### config.mk
export PLATFORM = sky130hd
export DESIGN_NAME = inst_encoder_loader
export DESIGN_NICKNAME = d
export VERILOG_FILES = /design/src/rtl/cpu_isa_pkg.sv /design/src/rtl/inst_pack.sv /design/src/rtl/inst_encoder_loader.sv
export SDC_FILE = /design/constraint.sdc
export NUM_CORES = 1
export LEC_CHECK = 0
export ABC_AREA = 0
export CAP_MARGIN = 5
export CORE_MARGIN = 2
export CORE_UTILIZATION = 39
export CTS_CLUSTER_DIAMETER = 120
export DETAILED_ROUTE_END_ITERATION = 7
export HOLD_SLACK_MARGIN = 0.02
export PLACE_DENSITY_LB_ADDON = 0.08
export SKIP_LAST_GASP = 1
export SLEW_MARGIN = 20
export SYNTH_ARGS = -nofsm -noshare
export SYNTH_HDL_FRONTEND = slang
export SYNTH_SLANG_ARGS = --single-unit
### constraint.sdc
create_clock -name clk -period 1.3 [get_ports clk]
set_input_delay 0.195 -clock clk [delete_from_list [all_inputs] [get_ports clk]]
set_output_delay 0.195 -clock clk [all_outputs]
set_load 0.1 [all_outputs]
### src/rtl/cpu_isa_pkg.sv
// cpu_isa_pkg: shared 8-bit instruction format constants, error codes and loader states
package cpu_isa_pkg;
    localparam logic [2:0] OP_ADD  = 3'b000;
    localparam logic [2:0] OP_SUB  = 3'b001;
    localparam logic [2:0] OP_AND  = 3'b010;
    localparam logic [2:0] OP_OR   = 3'b011;
    localparam logic [2:0] OP_XOR  = 3'b100;
    localparam logic [2:0] OP_NOT  = 3'b101;
    localparam logic [2:0] OP_RSV0 = 3'b110;
    localparam logic [2:0] OP_RSV1 = 3'b111;
    localparam int OPC_MSB = 7;
    localparam int OPC_LSB = 5;
    localparam int RD_MSB  = 4;
    localparam int RD_LSB  = 3;
    localparam int RS_MSB  = 2;
    localparam int RS_LSB  = 0;
    localparam logic [1:0] ERR_NONE = 2'b00;
    localparam logic [1:0] ERR_RD   = 2'b01;
    localparam logic [1:0] ERR_OP   = 2'b10;
    localparam logic [1:0] ERR_OVF  = 2'b11;
    typedef enum logic [1:0] {IDLE, LOAD, DONE, ERR} state_t;
endpackage

### src/rtl/inst_pack.sv
// inst_pack: packs decoded fields into an 8-bit word and flags illegal instructions
module inst_pack import cpu_isa_pkg::*; #(
    parameter bit STRICT = 1
) (
    input  logic [2:0] opcode,
    input  logic [2:0] rd,
    input  logic [2:0] rs,
    output logic [7:0] word,
    output logic       legal,
    output logic [1:0] code
);
    logic rsv;
    always_comb begin
        rsv = STRICT && (opcode == OP_RSV0 || opcode == OP_RSV1);
        code = rd[2] ? ERR_RD : rsv ? ERR_OP : ERR_NONE;
        legal = code == ERR_NONE;
        word = '0;
        word[OPC_MSB:OPC_LSB] = opcode;
        word[RD_MSB:RD_LSB] = rd[1:0];
        // NOT has no source operand; canonical form stores rs as zero
        word[RS_MSB:RS_LSB] = opcode == OP_NOT ? 3'b000 : rs;
    end
endmodule

### src/rtl/inst_encoder_loader.sv
// inst_encoder_loader: validates and packs instruction beats, writing them to consecutive addresses
module inst_encoder_loader import cpu_isa_pkg::*; #(
    parameter int ADDR_W = 4,
    parameter bit STRICT = 1
) (
    input  logic              clk,
    input  logic              rst,
    input  logic              start,
    input  logic              in_valid,
    output logic              in_ready,
    input  logic [2:0]        in_opcode,
    input  logic [2:0]        in_rd,
    input  logic [2:0]        in_rs,
    input  logic              in_last,
    output logic              mem_we,
    output logic [ADDR_W-1:0] mem_addr,
    output logic [7:0]        mem_wdata,
    output logic              busy,
    output logic              done,
    output logic              err,
    output logic [1:0]        err_code,
    output logic [ADDR_W:0]   count
);
    state_t state;
    logic [7:0] word;
    logic       legal;
    logic [1:0] code;
    inst_pack #(.STRICT(STRICT)) u_pack (
        .opcode(in_opcode),
        .rd    (in_rd),
        .rs    (in_rs),
        .word  (word),
        .legal (legal),
        .code  (code)
    );
    assign in_ready = state == LOAD;
    assign busy = state == LOAD;
    // The next write address is the low bits of count; wrapping past the top is an overflow
    always_ff @(posedge clk) begin
        if (rst) begin
            state <= IDLE;
            mem_we <= 1'b0;
            mem_addr <= '0;
            mem_wdata <= '0;
            done <= 1'b0;
            err <= 1'b0;
            err_code <= ERR_NONE;
            count <= '0;
        end else begin
            mem_we <= 1'b0;
            if (start) begin
                state <= LOAD;
                done <= 1'b0;
                err <= 1'b0;
                err_code <= ERR_NONE;
                count <= '0;
            end else if (state == LOAD && in_valid) begin
                if (!legal) begin
                    state <= ERR;
                    err <= 1'b1;
                    err_code <= code;
                end else begin
                    mem_we <= 1'b1;
                    mem_addr <= count[ADDR_W-1:0];
                    mem_wdata <= word;
                    count <= count + 1'b1;
                    if (in_last) begin
                        state <= DONE;
                        done <= 1'b1;
                    end else if (&count[ADDR_W-1:0]) begin
                        state <= ERR;
                        err <= 1'b1;
                        err_code <= ERR_OVF;
                    end
                end
            end
        end
    end
endmodule

==> impl_results.md <==
* Final Hold Vio Count at 0
* Actual slew at the worst max-slew pin at 0.433 ns
* Initial Utilization at 42.2%
* Largest net degree at the start of global routing at 14
* Mapped Area at 1060 um^2
* Die Y at 56.3 um
* Final WS setup at -0.171 ns
* CTS tree: built
* FF-to-FF setup slack at -0.17 ns
* Root buffer cell: clkbuf_4
* Count leader, synth: dfxtp_1
* Final Critical Period at 1.47 ns
* H-tree levels at 1
* Max Cap Violations at 0
* Slew HR at 71.0%
* Share of layout cells above drive strength 1 at 55.2%
* Post-route cell area at 2140 um^2
* Hold crit path type: in2reg
* Required time worst endpoint at 1.51 ns
* Seq cells post-synth at 24
* Reg power frac at 50.1%
* Static leakage at 0.802 nW
* # DRC at 0
* Hold path depth at 4
* Main area contributors after synthesis: dfxtp_1, o31ai_1, a21oi_1, nand4_1, clkbuf_1
* Path depth of the worst reg2reg path at 5
* Area delta synth->final at 101%
* Global-route wire length before repair at 5720 um
* Post-route ant nets at 0
* Dpl hpwl at 2460 um
* Rows at 18
* Post-synthesis sequential area ratio at 45.1%
* N_diodes at 0
* Switch share at 31.2%
* Synth Flop Type: dfxtp_1
* Initial antenna violation count at 0
* Post-Synthesis Cells at 120
* Area leader, netlist: dfxtp_1
* Number of I/O pins at 38
* GRT Total Usage at 22.6%
* Via Count at 1235
* Hold_ws at 0.327 ns
* Crit start category: register
* Peak supply drop at 0.706 mV
* GP Congestion at 0.812
* Final WL at 3780 um
* Fraction of registers with async set/reset at 0%
* CP startpoint: state[1]
* Post-synthesis average cell area at 8.87 um^2
* Violated checks: negative setup slack
* Die width at 56.3 um
* Share of total power in the clock network at 23.3%
* Outcome: finished with violations
* Syn nets at 135
* Clk_lat worst skew at 0.32 ns
* Worst EP arrival at 1.68 ns
* CTS clk-pin slew, worst paths at 0.14 ns
* Synth top area share at 45.1%
* Setup crit end: count[4]
* Internal at 1.02 mW
* Place WS at -0.429 ns
* Unique masters post-synth at 29
* Final period util at 113%
* Max-slew violation count at 0
* Combinational share of power at 26.6%
* Post-DP Area at 1890 um^2
* Synth warnings at 0
* Drt pass-1 iters at 4
* Die ar. at 3160 um^2
* P_sw at 465 uW
* Nets at 197
* Synth cell count leaders: dfxtp_1, a21oi_1, o31ai_1, nand4_1
* CTS buffer count at 3
* Post-synth EDFFs at 0
* RSZ-0062 raised after global routing: true
* Vias in the first global route at 1238
* FF-to-FF End: count[4]
* CTS Sinks at 24
* Reg2Reg Launch Point: state[1]
* IO Port Bufs at 37
* Pwr dens at 695 nW/um^2
* Drt via density at 5.85
* Critical path endpoint category: register
* Achievable Freq at 680 MHz
* CTS Buffer Depth at 2
* Kind of critical path: reg2reg
* Clock skew at 0.00593 ns
* CTS Hold Buffers Added at 0
* WL/cell at 17.9 um
* Core footprint at 2520 um^2
* Detailed Route Iter0 Violations at 40
* Crit-path max FO at 5
* Setup Viol. Count Final at 14
* Util after Layout at 85.0%
* Overflow after GRT at 0
==> power groups by stage <==
stage / registers (mW) / clock network, mW / logic (mW)
after floorplan: 0.803 / 0 / 0.127
after detailed placement: 0.762 / 0 / 0.334
after global placement: 0.761 / 0 / 0.325
after CTS: 0.746 / 0.349 / 0.364
after global routing: 0.748 / 0.380 / 0.415
final: 0.746 / 0.346 / 0.397
==> repair_timing <==
item / in CTS / in global routing
setup endpoints to repair: 9 / 23
resized for setup: 15 / 17
pin swaps: 8 / 5
gates cloned: 0 / 0
setup buffers: 8 / 3
==> layer usage <==
layer / GRT usage, % / part of all wire [%] / up-vias
met2: 41.5 / 54 / 48
met5: 0 / 0 / -
met1: 25.5 / 38 / 594
met3: 6.45 / 5.3 / 12
met4: 5.78 / 2.7 / 0
li1: - / - / 581
==> logic make-up (layout without fill, tap and decap cells) <==
group	count (synthesis)	in the layout	share of synthesized area, %
flops	24	24	45.1
simple gates	26	26	14.9
compound gates	49	49	30.4
fa+ha+maj	1	1	1.17
buf+inv	20	81	8.34
==> layout by cell type, fill, tap and decap left out, types with 5 or more instances in the layout <==
master           synthesis  final
buf_12                   0     26
buf_4                    1     24
a21oi_1                 19     17
dfxtp_2                  0     16
clkdlybuf4s50_1          0     11
nand4_1                  9      9
inv_1                    8      8
o31ai_1                 13      6
buf_6                    1      6
o31ai_2                  0      5
==> flip-flops by register name, indices dropped and copies added, names as in the netlist <==
name / count
mem_wdata: 8
mem_we: 1
state: 2
done: 1
err: 1
count: 5
mem_addr: 4
err_code: 2
==> final cells by class <==
cell class,count,area [um^2]
Inverter,8,30.0
Multi-Input combinational cell,76,632
Tap cell,30,37.5
Timing Repair Buffer,69,903
Clock inverter,1,3.75
Clock buffer,3,22.5
Fill cell,141,378
Sequential cell,24,515
==> worst max-delay path, cell delays in order (launching register included) <==
cell,delay [ns]
dfxtp_2,0.35
nand3b_1,0.28
buf_4,0.22
buf_4,0.13
o31ai_1,0.28
a21oi_1,0.11
==> how the worst min path moves through the flow <==
stage                 start      endpoint  slack [ns]
3_5_place_dp   mem_wdata[3]  mem_wdata[3]        0.49
3_3_place_gp       count[4]      count[4]        0.47
5_1_grt        in_opcode[2]  mem_wdata[7]        0.33
2_1_floorplan      in_rd[0]  mem_wdata[3]        0.34
6_report       in_opcode[2]  mem_wdata[7]        0.33
4_1_cts            in_rd[1]  mem_wdata[4]        0.44
==> metrics by stage <==
| step | total power [mW] | setup TNS, ns | std cells |
|---|---|---|---|
| after CTS | 1.46 | -0.617 | 208 |
| final | 1.49 | -0.696 | 211 |
| after global placement | 1.09 | -5.61 | 196 |
| after detailed placement | 1.10 | -6.96 | 196 |
| after floorplan | 0.930 | -0.324 | 120 |
| after global routing | 1.54 | -1.39 | 211 |
Note: power is estimated with default switching activity, not from simulation.
